**src/rtl/musa_fetch_pkg.sv**
```systemverilog
// Shared definitions for the MUSA fetch unit: next-PC select codes and the
// fetch FSM state encoding.
package musa_fetch_pkg;

  localparam logic [2:0] BR_SEQ     = 3'b000;
  localparam logic [2:0] BR_JREG    = 3'b001;
  localparam logic [2:0] BR_JIMM    = 3'b010;
  localparam logic [2:0] BR_HALT    = 3'b011;
  localparam logic [2:0] BR_JPC     = 3'b100;
  localparam logic [2:0] BR_CALL    = 3'b101;
  localparam logic [2:0] BR_RET     = 3'b110;
  localparam logic [2:0] BR_SEQ_ALT = 3'b111;

  typedef enum logic [1:0] {
    ST_FETCH  = 2'd0,
    ST_HOLD   = 2'd1,
    ST_HALTED = 2'd2
  } fetch_state_t;

endpackage

```
**src/rtl/musa_ret_stack.sv**
```systemverilog
// Return-address stack with a wrapping write pointer and a saturating
// occupancy count; callers decide whether to honour full/empty.
module musa_ret_stack #(
  parameter int DEPTH = 8,
  parameter int WIDTH = 18
) (
  input  logic             clk,
  input  logic             rst_n,
  input  logic             push,
  input  logic             pop,
  input  logic [WIDTH-1:0] data_in,
  output logic [WIDTH-1:0] top,
  output logic             full,
  output logic             empty
);

  localparam int PTR_W = $clog2(DEPTH);
  localparam logic [PTR_W-1:0] PTR_ONE = PTR_W'(1);
  localparam logic [PTR_W:0]   CNT_ONE = (PTR_W+1)'(1);
  localparam logic [PTR_W:0]   CNT_MAX = (PTR_W+1)'(DEPTH);

  logic [WIDTH-1:0] mem [DEPTH];
  logic [PTR_W-1:0] ptr;
  logic [PTR_W:0]   count;

  // ptr points at the next free slot, so the top entry sits one below it
  assign top   = mem[ptr - PTR_ONE];
  assign full  = (count == CNT_MAX);
  assign empty = (count == '0);

  always_ff @(posedge clk or negedge rst_n) begin
    if (!rst_n) begin
      ptr   <= '0;
      count <= '0;
      for (int i = 0; i < DEPTH; i++) mem[i] <= '0;
    end else if (push) begin
      mem[ptr] <= data_in;
      ptr      <= ptr + PTR_ONE;
      if (!full) count <= count + CNT_ONE;
    end else if (pop) begin
      ptr <= ptr - PTR_ONE;
      if (!empty) count <= count - CNT_ONE;
    end
  end

endmodule

```
**src/rtl/musa_fetch_unit.sv**
```systemverilog
// MUSA fetch unit: PC, return stack, next-PC selection and handshaked fetch.
// Define MUSA_FETCH_RAS_CHECK_EN for stack full/empty checking and sticky flags.
module musa_fetch_unit
  import musa_fetch_pkg::*;
#(
  parameter int                ADDR_W    = 18,
  parameter int                INSTR_W   = 32,
  parameter int                RAS_DEPTH = 8,
  parameter logic [ADDR_W-1:0] RESET_PC  = '0
) (
  input  logic               clk,
  input  logic               rst_n,
  output logic               imem_req,
  output logic [ADDR_W-1:0]  imem_addr,
  input  logic               imem_valid,
  input  logic [INSTR_W-1:0] imem_rdata,
  output logic [INSTR_W-1:0] instr,
  output logic               instr_valid,
  output logic [ADDR_W-1:0]  pc,
  input  logic               step,
  input  logic [2:0]         br_sel,
  input  logic               brfl_en,
  input  logic               brfl_flag,
  input  logic [ADDR_W-1:0]  jreg_addr,
  input  logic [ADDR_W-1:0]  imm_addr,
  input  logic               resume,
  output logic               halted,
  output logic               ras_overflow,
  output logic               ras_underflow
);

  localparam logic [ADDR_W-1:0] PC_ONE = ADDR_W'(1);

  fetch_state_t      state;
  logic              retire, push_req, pop_req, go_halt;
  logic              ras_full, ras_empty;
  logic [ADDR_W-1:0] next_pc, seq_pc, ras_top;

  assign seq_pc    = pc + PC_ONE;
  assign imem_addr = pc;
  assign retire    = (state == ST_HOLD) && step;

`ifdef MUSA_FETCH_RAS_CHECK_EN
  logic set_ovf, set_unf;
`else
  logic ras_unused;
  assign ras_unused = ras_full ^ ras_empty;
`endif

  // A taken BRFL overrides br_sel entirely; a not-taken BRFL falls through to pc+1.
  always_comb begin
    next_pc  = seq_pc;
    push_req = 1'b0;
    pop_req  = 1'b0;
    go_halt  = 1'b0;
`ifdef MUSA_FETCH_RAS_CHECK_EN
    set_ovf  = 1'b0;
    set_unf  = 1'b0;
`endif
    if (brfl_en) begin
      if (brfl_flag) next_pc = imm_addr;
    end else begin
      case (br_sel)
        BR_SEQ, BR_SEQ_ALT: next_pc = seq_pc;
        BR_JREG: next_pc = jreg_addr;
        BR_JIMM: next_pc = imm_addr;
        BR_HALT: begin
          next_pc = pc;
          go_halt = 1'b1;
        end
        BR_JPC: next_pc = pc + imm_addr;
        BR_CALL: begin
          next_pc = imm_addr;
`ifdef MUSA_FETCH_RAS_CHECK_EN
          push_req = !ras_full;
          set_ovf  = ras_full;
`else
          push_req = 1'b1;
`endif
        end
        BR_RET: begin
`ifdef MUSA_FETCH_RAS_CHECK_EN
          if (ras_empty) begin
            set_unf = 1'b1;
          end else begin
            next_pc = ras_top;
            pop_req = 1'b1;
          end
`else
          next_pc = ras_top;
          pop_req = 1'b1;
`endif
        end
        default: next_pc = seq_pc;
      endcase
    end
  end

  musa_ret_stack #(
    .DEPTH (RAS_DEPTH),
    .WIDTH (ADDR_W)
  ) u_ret_stack (
    .clk     (clk),
    .rst_n   (rst_n),
    .push    (retire && push_req),
    .pop     (retire && pop_req),
    .data_in (seq_pc),
    .top     (ras_top),
    .full    (ras_full),
    .empty   (ras_empty)
  );

  // imem_valid only counts once our request is visible, so stale responses are dropped
  always_ff @(posedge clk or negedge rst_n) begin
    if (!rst_n) begin
      state       <= ST_FETCH;
      pc          <= RESET_PC;
      imem_req    <= 1'b0;
      instr       <= '0;
      instr_valid <= 1'b0;
      halted      <= 1'b0;
    end else begin
      case (state)
        ST_FETCH: begin
          if (!imem_req) begin
            imem_req <= 1'b1;
          end else if (imem_valid) begin
            instr       <= imem_rdata;
            instr_valid <= 1'b1;
            imem_req    <= 1'b0;
            state       <= ST_HOLD;
          end
        end
        ST_HOLD: begin
          if (step) begin
            instr_valid <= 1'b0;
            pc          <= next_pc;
            if (go_halt) begin
              halted <= 1'b1;
              state  <= ST_HALTED;
            end else begin
              imem_req <= 1'b1;
              state    <= ST_FETCH;
            end
          end
        end
        ST_HALTED: begin
          if (resume) begin
            pc       <= seq_pc;
            halted   <= 1'b0;
            imem_req <= 1'b1;
            state    <= ST_FETCH;
          end
        end
        default: state <= ST_FETCH;
      endcase
    end
  end

`ifdef MUSA_FETCH_RAS_CHECK_EN
  always_ff @(posedge clk or negedge rst_n) begin
    if (!rst_n) begin
      ras_overflow  <= 1'b0;
      ras_underflow <= 1'b0;
    end else if (retire) begin
      if (set_ovf) ras_overflow  <= 1'b1;
      if (set_unf) ras_underflow <= 1'b1;
    end
  end
`else
  assign ras_overflow  = 1'b0;
  assign ras_underflow = 1'b0;
`endif

endmodule
```
**config.mk**
```make
export PLATFORM = sky130hd
export DESIGN_NAME = musa_fetch_unit
export DESIGN_NICKNAME = d
export VERILOG_FILES = /design/src/rtl/musa_fetch_pkg.sv /design/src/rtl/musa_ret_stack.sv /design/src/rtl/musa_fetch_unit.sv
export SDC_FILE = /design/constraint.sdc
export NUM_CORES = 1
export LEC_CHECK = 0
export ABC_AREA = 1
export ABC_CLOCK_PERIOD_IN_PS = 3000
export CORE_MARGIN = 1
export CORE_UTILIZATION = 44
export CTS_CLUSTER_SIZE = 28
export DETAILED_ROUTE_END_ITERATION = 6
export GPL_TIMING_DRIVEN = 0
export PLACE_DENSITY_LB_ADDON = 0.15
export SLEW_MARGIN = 15
export SYNTH_ARGS = -nofsm -noshare
export SYNTH_HDL_FRONTEND = slang
export SYNTH_HIERARCHICAL = 1
export SYNTH_SLANG_ARGS = --single-unit
```
**constraint.sdc**
```tcl
create_clock -name clk -period 3 [get_ports clk]
set_input_delay 0.6 -clock clk [delete_from_list [all_inputs] [get_ports clk]]
set_output_delay 0.6 -clock clk [all_outputs]
set_load 0.05 [all_outputs]
```
After elaboration in Yosys (flattened, before gate mapping) --
Index checks and enable logic that the tools add are counted.
Word-level totals: register bits 202, logic and storage cells 98, output and inout bits 73
Operators by class: equality and inequality tests 16, bitwise gates (word level) 2, mux-type cells 40, $lt $le $gt $ge 3, reductions and logical operators 18, add/sub/neg operators 4
Operator list (number):
- bitwise mux 144 bit | 1
- 2-to-1 mux 18 bit | 7
- case mux 18 bit (5 select lines) | 1
- binary-select mux 18 bit (select 3 bit) | 1
- demux 18 bit (select 3 bit) | 1
- case mux 18 bit (2 select lines) | 1
- AND reduction 4 bit | 5
- adder 18 x 1 -> 18 bit, second input constant | 1
- adder 18 bit | 1
- 2-to-1 mux 1 bit | 17
- equality test 3 bit, second input constant | 4
- != test 2 bit, second input constant | 6
- 2-to-1 mux 2 bit | 5
- greater-or-equal comparator 4 bit, second input constant | 2
- NOT 3 -> 4 bit | 2
- equality test 3 x 2 -> 1 bit, second input constant | 2
- 2-to-1 mux 3 bit | 2
- case mux 2 bit (3 select lines) | 1
- nonzero test 2 bit | 3
- logical AND 1 bit | 4
- less-than comparator 4 x 1 -> 1 bit, second input constant | 1
- case mux 1 bit (2 select lines) | 2
- OR reduction 2 bit | 2
- adder 3 x 1 -> 3 bit, second input constant | 1
- 10 further kinds | 10

Logic depth before layout (Yosys ltp) --
Gate-level depths: netlist of the first run.
depth after elaboration 9, gate-level depth with buffers 19, depth with buffers taken out 17

Hierarchy --
The synthesis of the first run kept the hierarchy.
By module, submodules not included:
- musa_ret_stack | times used 1, cells an instance 884, area an instance 6993.0 um^2
- musa_fetch_unit | times used 1, cells an instance 749, area an instance 5102.4 um^2

Worst setup path after synthesis of the first run --
Ideal clock, no wire load.
kind register -> register, start reg u_ret_stack.ptr[0], end reg pc[16], in the netlist imem_addr[16], data arrival time 2.298 ns, required time 2.882 ns, setup slack 0.584 ns, cell stages (with the launch flop) 20, library setup time 0.118 ns, period minus slack after synthesis 2.416 ns, path through dfrtp_1 -> inv_1 -> buf_2 -> buf_2 -> ha_1 -> clkinv_1 -> clkbuf_1 -> nor2_1 -> o21ai_0 -> nand2_1 -> nand2_1 -> nand2_1 -> a22oi_1 -> nand2_1 -> a21oi_1 -> nand2_1 -> nand2_1 -> nand2_1 -> nand2_1 -> nand2_1
On the way: longest elaborated chain between the ends 9
RTL lines:
- start, declared | RTL line musa_ret_stack.sv:23 | logic [PTR_W-1:0] ptr;
- start signal, assigned | RTL line musa_ret_stack.sv:38 | ptr <= ptr + PTR_ONE;
- start signal, assigned | RTL line musa_ret_stack.sv:41 | ptr <= ptr - PTR_ONE;
- subtractor 3 x 1 -> 3 bit | RTL line musa_ret_stack.sv:27 | assign top = mem[ptr - PTR_ONE];
- NOT 3 -> 4 bit (not written as such) | RTL line musa_ret_stack.sv:27
- binary-select mux 18 bit (select 3 bit) | RTL line musa_ret_stack.sv:27
- 2-to-1 mux 18 bit (not written as such) (2 in series) | RTL line musa_ret_stack.sv:27
- net ras_top[16] | RTL line musa_fetch_unit.sv:37 | logic [ADDR_W-1:0] next_pc, seq_pc, ras_top;
- case mux 18 bit (5 select lines) | RTL line musa_fetch_unit.sv:63 | case (br_sel)
- 2-to-1 mux 18 bit | RTL line musa_fetch_unit.sv:60 | if (brfl_en) begin
- 2-to-1 mux 18 bit | RTL line musa_fetch_unit.sv:135 | if (step) begin
- case mux 18 bit (2 select lines) | RTL line musa_fetch_unit.sv:123 | case (state)
- end signal, assigned | RTL line musa_fetch_unit.sv:137 | pc <= next_pc;
- end signal, assigned | RTL line musa_fetch_unit.sv:149 | pc <= seq_pc;
- end, declared | RTL line musa_fetch_unit.sv:19 | output logic [ADDR_W-1:0] pc,
The timed path passes the listed nets, and every way through them passes these cells. The select of a mux whose other input is x is not followed. A chain may end at the register's enable or synchronous reset.

Worst setup path after layout of the first run --
start reg u_ret_stack.ptr[0], end reg pc[7], in the netlist imem_addr[7]
The elaborated chain is that of the path after synthesis.

==> metrics.md, run 1 <==
| Metric | Value |
|---|---|
| Final Hold Viols | `0` |
| Core region area | `26200 sq um` |
| Multi-input gate area | `5800 sq um` |
| Final Slew Violations | `0` |
| Ys Warns | `6` |
| DRC | `14` |
| FF-to-FF End | `imem_addr[7]` |
| Routed WL | `38500 microns` |
| Synthesized cell area | `11800 sq um` |
| Sequential cell area | `5050 sq um` |
| DRT Pass-1 Iters | `7` |
| Worst EP arrival | `3.24 ns` |
| Max Root-Sink Buffers | `3` |
| Placed cell count | `2077` |
| Final setup violating endpoints | `0` |
| H-tree levels | `1` |
| Post-DP HPWL | `28900 microns` |
| P&R area growth vs syn | `24.2%` |
| Worst Max-Slew Pin Slew | `0.772 ns` |
| CP Class | `flop to flop` |
| CTS buffer count | `24` |
| Startpoint types | `flop` |
| Hold Crit Class | `flop to flop` |
| Nets | `1874` |
| RSZ-0062 raised after global routing | `false` |
| Final cycle utilization of the critical path | `94.3%` |
| Critical Path Source | `u_ret_stack/ptr[0]` |
| Design Power | `0.0152 W` |
| Rows | `59` |
| Layout filler cell count | `2474` |
| Vias in the first global route | `10900` |
| Largest net degree at the start of global routing | `99` |
| Final non-filler cell total | `2123` |
| Antenna fix cells | `0` |
| Remaining global-route overflow | `0` |
| Worst rel slew slack | `48.1%` |
| Crit Path Max Fanout | `10` |
| Final min period | `2.83 ns` |
| Crit path required time | `3.41 ns` |
| FF-to-FF setup slack | `0.17 ns` |
| Wire per inst | `18.2 microns` |
| Gpl congestion | `0.953` |
| Syn Inst Count | `1591` |
| Pleak | `7.00 nW` |
| Max capacitance violation total | `0` |
| Later-pin clock latency in the skew report | `0.53 ns` |
| Critical Path Sink | `imem_addr[7]` |
| Status | `complete, but fails checks` |
| Worst R2R Start | `u_ret_stack/ptr[0]` |
| Layout cell share with drive strength beyond 1 | `10.3%` |
| GRT Total Usage | `28.1%` |
| Antenna Nets Post-Route | `0` |
| Total I/O pin count | `151` |
| PwrDens | `1040 nW/um^2` |
| Routed vias | `11500` |
| 1st-iter DRT viols | `1104` |
| Die Y | `166 microns` |
| Syn avg cell area | `7.42 sq um` |
| Initial antenna violation count | `0` |
| Starting Density | `45.1%` |
| CTS Root Cell | `clkbuf_16` |
| Hold slack | `0.480 ns` |
| Peak supply drop | `623 uV` |
| Capturing element type of the critical path | `flop` |
| # clock sinks | `202` |
| PortBufs | `148` |
| Setup Skew | `0.0191 ns` |
| R2R cell count | `16` |
| First-pass GRT wire length | `60800 microns` |
| CTS tree | `yes` |
| Die Span X | `166 microns` |
| DR vias/cell | `5.41` |
| Fmax | `354 MHz` |
| Die ar. | `27500 sq um` |
| Worst-path clk slew | `0.06 ns` |
| Failing checks | `design-rule violations` |
-- cells in the final DEF, fill, tap and decap left out, types with 25 or more instances in the layout --
cell,instances
mux2_2,32
inv_1,116
clkbuf_1,40
clkdlybuf4s50_1,147
o21ai_1,40
buf_4,25
a21oi_1,48
nand3_1,41
dfrtp_1,202
nand2_1,538
nor2_1,106
o21ai_0,217
-- critical path, cell delays in order, from the launching register on --
cell	delay, ns
dfrtp_1	0.39
inv_1	0.06
clkbuf_4	0.19
buf_6	0.17
ha_1	0.36
clkinvlp_4	0.17
clkbuf_4	0.24
o21ai_0	0.10
o21ai_0	0.11
nand2_1	0.10
nand2_1	0.17
nand2_1	0.12
nand3_1	0.10
a21oi_1	0.14
a21oi_1	0.08
o21bai_1	0.12
nand2_1	0.06
-- report_power, final --
part / total [W] / internal, W / switching, W / leakage (nW)
Sequential: 0.00395 / 0.00336 / 0.000586 / 2.63
Clock: 0.00305 / 0.00189 / 0.00116 / 0.412
Combinational: 0.00819 / 0.00264 / 0.00555 / 3.95
Total: 0.0152 / 0.00789 / 0.00730 / 7.00
-- stage by stage --
stage                     area, sq um  util (%)  setup TNS [ns]  setup WS, ns
after detailed placement        13800      52.6           -3.71        -0.209
after CTS                       14600      55.9               0        0.0416
after global placement          13700      52.3        -1505.49         -7.46
after global routing            14700      56.0               0       0.00745
after floorplan                 11800         -               0         0.584
final                           14700      56.0               0         0.171
-- layer usage --
layer	share of wire [%]	global-route usage (%)
met1	44	39.7
met2	45	44.5
met3	8.3	4.72
met4	2.4	7.68
met5	0	0
-- registers in the layout, summed over array words and instances, names as in the netlist --
| name | cells |
|---|---|
| u_ret_stack/mem | 144 |
| halted | 1 |
| state | 2 |
| imem_req | 1 |
| instr_valid | 1 |
| imem_addr | 18 |
| instr | 32 |
| u_ret_stack/ptr | 3 |
-- how the worst min path moves through the flow --
stage / startpoint / to / slack [ns] / cells after the start
after floorplan: rst_n / halted / 0.30 / 0
after global placement: u_ret_stack/mem[56] / u_ret_stack/mem[56] / 0.46 / 2
after detailed placement: u_ret_stack/mem[70] / u_ret_stack/mem[70] / 0.47 / 2
after CTS: u_ret_stack/mem[70] / u_ret_stack/mem[70] / 0.48 / 2
after global routing: u_ret_stack/mem[61] / u_ret_stack/mem[61] / 0.50 / 2
final: u_ret_stack/mem[86] / u_ret_stack/mem[86] / 0.48 / 2
-- layout make-up --
| class | instances | share of cell area (%) |
|---|---|---|
| clock buffer | 36 | 4.81 |
| multi-input combinational | 1170 | 39.5 |
| buffer | 92 | 3.40 |
| timing repair buffer | 153 | 10.7 |
| inverter | 128 | 3.30 |
| clock inverter | 7 | 0.947 |
| tap | 335 | 2.86 |
| sequential | 202 | 34.5 |
-- repair_timing --
action / 4_1_cts / 5_1_grt
gates resized for setup: 6 / 9
endpoints found under the hold margin: 28 / 0
hold buffers: 1 / 0
setup endpoints to repair: 16 / 17
gates cloned: 0 / 0
buffers inserted: 0 / 2
Note: power is estimated with default switching activity, not from simulation.
==> inputs of run 2 (changes only) <==
CORE_UTILIZATION = 57   (was 44)
==> run 2 against run 1 <==
Net effect: the flow now finishes without violations; sequential power hardly changed; worst hold slack worse by 0.45 ns; utilization is 16 points higher; die area is 23% lower; highest routed layer unchanged.
==> metrics.md, run 2 (same netlist as run 1, synthesis figures left out) <==
| Metric | Value |
|---|---|
| Status | `finished clean (was complete, but fails checks)` |
| Post-CTS Hold Buffers | `0 (was 1)` |
| CTS buffer count | `23 (was 24)` |
| Routed WL | `36900 microns (was 38500 microns)` |
| CP Class | `flop to flop (unchanged)` |
| Antenna fix cells | `0 (unchanged)` |
| Gpl congestion | `0.975 (was 0.953)` |
| Crit path required time | `3.41 ns (about the same)` |
| Capturing element type of the critical path | `flop (unchanged)` |
| Sequential cell area | `5050 sq um (unchanged)` |
| Post-place setup slack | `-0.127 ns (was -0.209 ns)` |
| Global routing's busiest layer | `met2 (unchanged)` |
| Routed vias | `11700 (was 11500)` |
| Setup slack after layout | `0.133 ns (was 0.171 ns)` |
| RSZ-0062 raised after global routing | `false (unchanged)` |
| CTS Root Cell | `clkbuf_16 (unchanged)` |
| Fmax | `349 MHz (was 354 MHz)` |
| CP peak stage delay | `0.39 ns (about the same)` |
| Multi-input gate area | `5810 sq um (was 5800 sq um)` |
| Final cycle utilization of the critical path | `95.6% (was 94.3%)` |
| Starting Density | `58.2% (was 45.1%)` |
| Core region area | `20300 sq um (was 26200 sq um)` |
| Setup Skew | `0.0215 ns (was 0.0191 ns)` |
| DRT Pass-1 Iters | `6 (was 7)` |
| CTS tree | `yes (unchanged)` |
| Final min period | `2.87 ns (was 2.83 ns)` |
| Max capacitance violation total | `0 (unchanged)` |
| PortBufs | `148 (unchanged)` |
| Met2 GRT Util | `55.4% (was 44.5%)` |
| Antenna Nets Post-Route | `0 (unchanged)` |
| Hold Crit Class | `primary input to async pin (was flop to flop)` |
| PwrDens | `1050 nW/um^2 (was 1040 nW/um^2)` |
| Most frequent cells in the layout | `nand2_1, o21ai_0, dfrtp_1 (unchanged)` |
| GRT Total Usage | `34.9% (was 28.1%)` |
| Worst EP arrival | `3.28 ns (was 3.24 ns)` |
| Crit Path Max Fanout | `10 (unchanged)` |
| Worst R2R Start | `u_ret_stack/ptr[0] (unchanged)` |
| Most flops, register | `u_ret_stack/mem (unchanged)` |
| Die ar. | `21300 sq um (was 27500 sq um)` |
| Slowest stage cell, crit path | `dfrtp_1 (unchanged)` |
| Post-Route Utilization | `72.0% (was 56.0%)` |
| Pleak | `7.00 nW (about the same)` |
| Remaining global-route overflow | `0 (unchanged)` |
| Critical Path Source | `u_ret_stack/ptr[0] (unchanged)` |
| Crit path top cell by count | `nand2_1 (unchanged)` |
| GR met1 Demand/Resource | `49.1% (was 39.7%)` |
| Vias in the first global route | `11000 (was 10900)` |
| Final Hold Viols | `0 (unchanged)` |
| Layout cell share with drive strength beyond 1 | `10.6% (was 10.3%)` |
| First-pass GRT wire length | `58500 microns (was 60800 microns)` |
| Total I/O pin count | `151 (unchanged)` |
| Worst Path Buf+Inv | `5 (unchanged)` |
| Crit-path cells | `inv_1 -> clkbuf_4 -> buf_6 -> ha_1 -> clkinvlp_4 -> clkbuf_2 -> o21ai_0 -> o21ai_1 -> nand2_1 -> nand2_1 -> a221oi_1 -> o21ai_0 -> nand2_1 -> nand2_1 -> nand2_1 -> nand2_1 (was inv_1 -> clkbuf_4 -> buf_6 -> ha_1 -> clkinvlp_4 -> clkbuf_4 -> o21ai_0 -> o21ai_0 -> nand2_1 -> nand2_1 -> nand2_1 -> nand3_1 -> a21oi_1 -> a21oi_1 -> o21bai_1 -> nand2_1)` |
| Worst-path clk slew | `0.07 ns (was 0.06 ns)` |
| DR vias/cell | `5.71 (was 5.41)` |
| Worst rel slew slack | `51.6% (was 48.1%)` |
| Wire per inst | `17.9 microns (was 18.2 microns)` |
| H-tree levels | `1 (unchanged)` |
| P&R area growth vs syn | `23.7% (was 24.2%)` |
| Final setup violating endpoints | `0 (unchanged)` |
| Worst Max-Slew Pin Slew | `0.721 ns (was 0.772 ns)` |
| Most common library cell in the layout ignoring fill and taps | `nand2_1 (unchanged)` |
| Nets | `1872 (was 1874)` |
| Max reg flops | `144 (unchanged)` |
| Met3 usage | `5.36% (was 4.72%)` |
| # clock sinks | `202 (unchanged)` |
| Final Slew Violations | `0 (unchanged)` |
| Rows | `52 (was 59)` |
| CP delay by family, top | `buffers and inverters (unchanged)` |
| Layout filler cell count | `1704 (was 2474)` |
| Die Y | `146 microns (was 166 microns)` |
| Later-pin clock latency in the skew report | `0.52 ns (was 0.53 ns)` |
| Startpoint types | `flop (unchanged)` |
| Initial antenna violation count | `0 (unchanged)` |
| Die Span X | `146 microns (was 166 microns)` |
| Peak supply drop | `936 uV (was 623 uV)` |
| Post-DP HPWL | `27400 microns (was 28900 microns)` |
| Max Root-Sink Buffers | `3 (unchanged)` |
| Largest net degree at the start of global routing | `71 (was 99)` |
| DRC | `0 (was 14)` |
| 1st-iter DRT viols | `1243 (was 1104)` |
## run 2: cell type report
class                      count  share of cell area (%)
multi-input combinational   1170                    39.8
inverter                     128                    3.31
timing repair buffer         152                    10.7
sequential                   202                    34.6
clock buffer                  29                    4.44
tap                          270                    2.31
buffer                        92                    3.40
clock inverter                12                    1.52
## run 2: power by group
group / switching (W) / total, W / internal, W
logic: 0.00548 / 0.00812 / 0.00263
clock network: 0.00117 / 0.00322 / 0.00205
registers: 0.000586 / 0.00395 / 0.00336
total: 0.00724 / 0.0153 / 0.00804
## run 2: worst paths after layout
check / end / slack, ns / cells after the start
hold reg to reg: u_ret_stack/mem[82] / 0.48 / 2
min in group clk: u_ret_stack/mem[82] / 0.48 / 2
hold / removal: u_ret_stack/mem[74] / 0.03 / 1
max in group asynchronous: instr[16] / 2.22 / 2
setup reg to reg: imem_addr[1] / 0.13 / 16
setup / recovery: imem_addr[1] / 0.13 / 16
## run 2: through the flow
stage	std cells	cell area, sq um	TNS [ns]	hold WS, ns	total power, W
detailed placement	2012	13700	-0.551	0.469	0.0118
CTS	2053	14600	0	0.0426	0.0151
global placement	2010	13600	-1453.84	0.460	0.0117
global route	2055	14600	0	0.0550	0.0161
floorplan	1592	11800	0	0.304	0.00918
finish	2055	14600	0	0.0297	0.0153
## run 2: layer usage
metal | up-vias | wire length, microns
li1 | 5509 | -
met1 | 5514 | 15400
met2 | 627 | 16600
met3 | 86 | 3640
met4 | 0 | 1230
met5 | - | 0
## run 2: timing repair
item	CTS	global route
buffers inserted	0	2
gates resized for setup	6	13
setup endpoints to repair	8	14
cloned	0	0
hold endpoints to repair	0	0
==> inputs of run 3 (changes only) <==
CORE_UTILIZATION = 45   (was 57)
==> run 3 against run 2 <==
Net effect: utilization is 15 points lower; worst hold slack better by 0.45 ns; first-iteration DRC count is 18% lower; critical path type unchanged; largest power group unchanged; highest routed layer unchanged.
==> metrics.md, run 3 (same netlist as run 1, synthesis figures left out) <==
| Metric | Value |
|---|---|
| First-pass GRT wire length | `58700 microns (was 58500 microns)` |
| Routed vias | `11500 (was 11700)` |
| Vias in the first global route | `10800 (was 11000)` |
| Worst EP arrival | `3.22 ns (was 3.28 ns)` |
| Most frequent cells in the layout | `nand2_1, o21ai_0, dfrtp_1 (unchanged)` |
| Internal cell power | `0.00767 W (was 0.00804 W)` |
| Clk network pwr share | `19.0% (was 21.0%)` |
| Worst hold path depth | `2` |
| Hold Crit Class | `flop to flop (was primary input to async pin)` |
| Worst rel slew slack | `48.1% (was 51.6%)` |
| Antenna Nets Post-Route | `0 (unchanged)` |
| Max Root-Sink Buffers | `3 (unchanged)` |
| Layout cell share with drive strength beyond 1 | `10.1% (was 10.6%)` |
| Global routing's busiest layer | `met2 (unchanged)` |
| Later-pin clock latency in the skew report | `0.54 ns (was 0.52 ns)` |
| Starting Density | `46.4% (was 58.2%)` |
| DR vias/cell | `5.43 (was 5.71)` |
| DRC | `0 (unchanged)` |
| Most flops, register | `u_ret_stack/mem (unchanged)` |
| Nets | `1872 (unchanged)` |
| # clock sinks | `202 (unchanged)` |
| P&R area growth vs syn | `23.4% (was 23.7%)` |
| Gate power share | `54.5% (was 53.1%)` |
| CP Class | `flop to flop (unchanged)` |
| RSZ-0062 raised after global routing | `false (unchanged)` |
| Net switching power | `0.00725 W (was 0.00724 W)` |
| Fmax | `359 MHz (was 349 MHz)` |
| GR met1 Demand/Resource | `40.5% (was 49.1%)` |
| Status | `finished clean (unchanged)` |
| H-tree levels | `1 (unchanged)` |
| CTS tree | `yes (unchanged)` |
| Total I/O pin count | `151 (unchanged)` |
| Most common library cell in the layout ignoring fill and taps | `nand2_1 (unchanged)` |
| DRT Pass-1 Iters | `5 (was 6)` |
| Pleak | `6.95 nW (was 7.00 nW)` |
| Gpl congestion | `0.933 (was 0.975)` |
| Post-DP HPWL | `28700 microns (was 27400 microns)` |
| Met2 GRT Util | `43.4% (was 55.4%)` |
| Die ar. | `26900 sq um (was 21300 sq um)` |
| Design Power | `0.0149 W (was 0.0153 W)` |
| 1st-iter DRT viols | `1022 (was 1243)` |
| Core region area | `25500 sq um (was 20300 sq um)` |
| Largest net degree at the start of global routing | `87 (was 71)` |
| Max reg flops | `144 (unchanged)` |
| PwrDens | `1020 nW/um^2 (was 1050 nW/um^2)` |
| Die Span X | `164 microns (was 146 microns)` |
| CTS Root Cell | `clkbuf_16 (unchanged)` |
| Sw frac | `48.6% (was 47.4%)` |
| Initial antenna violation count | `1 (was 0)` |
| Final min period | `2.79 ns (was 2.87 ns)` |
| Sequential fraction of design power | `26.5% (was 25.8%)` |
| Rows | `58 (was 52)` |
| PortBufs | `148 (unchanged)` |
| Met3 usage | `4.62% (was 5.36%)` |
| Worst-path clk slew | `0.06 ns (was 0.07 ns)` |
| Final Slew Violations | `0 (unchanged)` |
| Setup Skew | `0.0331 ns (was 0.0215 ns)` |
| Post-CTS setup buffers | `0 (unchanged)` |
| Max capacitance violation total | `0 (unchanged)` |
| Remaining global-route overflow | `0 (unchanged)` |
| Crit path required time | `3.43 ns (was 3.41 ns)` |
| Crit Path Max Fanout | `10 (unchanged)` |
| Worst Max-Slew Pin Slew | `0.773 ns (was 0.721 ns)` |
| Final Hold Viols | `0 (unchanged)` |
| Die Y | `164 microns (was 146 microns)` |
| Final setup violating endpoints | `0 (unchanged)` |
| Startpoint types | `flop (unchanged)` |
| R2R cell count | `16 (unchanged)` |
| GRT Total Usage | `28.3% (was 34.9%)` |
| CTS buffer count | `24 (was 23)` |
| Final cycle utilization of the critical path | `92.9% (was 95.6%)` |
| Post-Route Utilization | `57.2% (was 72.0%)` |
| Wire per inst | `17.8 microns (was 17.9 microns)` |
| Routed WL | `37600 microns (was 36900 microns)` |
| Peak supply drop | `675 uV (was 936 uV)` |
| Capturing element type of the critical path | `flop (unchanged)` |
[run 3: routing by layer]
layer,wire (microns),part of all wire (%)
met1,16800,45
met2,16600,44
met3,3000,8.0
met4,1220,3.2
met5,0,0
[run 3: area by class of cell]
class	instances	area, sq um
antenna	1	2.50
buffer	92	500
clock buffer	31	647
clock inverter	8	118
fill	2396	10900
inverter	128	482
multi-input combinational	1170	5800
sequential	202	5050
tap	330	413
timing repair buffer	151	1550
[run 3: critical path, stage by stage, from the launching register on]
cell and delay [ns]:
dfrtp_1 0.42, inv_1 0.07, buf_2 0.18, buf_6 0.17, ha_1 0.34, clkinv_2 0.17
clkbuf_4 0.26, o211ai_1 0.14, nand2_1 0.08, nand2_1 0.06, nand2_1 0.08, a211oi_1 0.36
nand2_1 0.12, nand2_1 0.08, nand2_1 0.05, nand2_1 0.05, nand2_1 0.04
[run 3: power by group through the flow]
| stage | logic, W | clock network (W) | registers [W] |
|---|---|---|---|
| after global placement | 0.00791 | 0 | 0.00397 |
| after CTS | 0.00805 | 0.00290 | 0.00394 |
| after floorplan | 0.00415 | 0 | 0.00503 |
| after global routing | 0.00883 | 0.00301 | 0.00402 |
| after detailed placement | 0.00798 | 0 | 0.00399 |
| final | 0.00813 | 0.00284 | 0.00395 |
[run 3: metrics by stage]
stage | cells | instance area [sq um] | hold WS (ns) | TNS, ns | setup slack (ns)
finish | 2113 | 14600 | 0.480 | 0 | 0.214
global route | 2113 | 14600 | 0.499 | 0 | 0.000594
CTS | 2112 | 14500 | 0.482 | 0 | 0.00228
detailed placement | 2072 | 13800 | 0.468 | -2.41 | -0.223
global placement | 2070 | 13700 | 0.460 | -1484.06 | -7.35
floorplan | 1592 | 11800 | 0.304 | 0 | 0.584
[run 3: final timing paths]
kind / start / to / slack [ns]
min: u_ret_stack/mem[60] / u_ret_stack/mem[60] / 0.48
min in group asynchronous: rst_n / u_ret_stack/mem[135] / 0.54
min reg2reg: u_ret_stack/mem[60] / u_ret_stack/mem[60] / 0.48
max reg2reg: u_ret_stack/ptr[0] / imem_addr[12] / 0.21
max: u_ret_stack/ptr[0] / imem_addr[12] / 0.21
max in group asynchronous: rst_n / u_ret_stack/mem[1] / 1.72
[run 3: repair_timing]
item,4_1_cts,5_1_grt
endpoints found under the setup margin,16,16
hold buffers,1,0
gates resized for setup,6,17
hold endpoints to repair,38,0
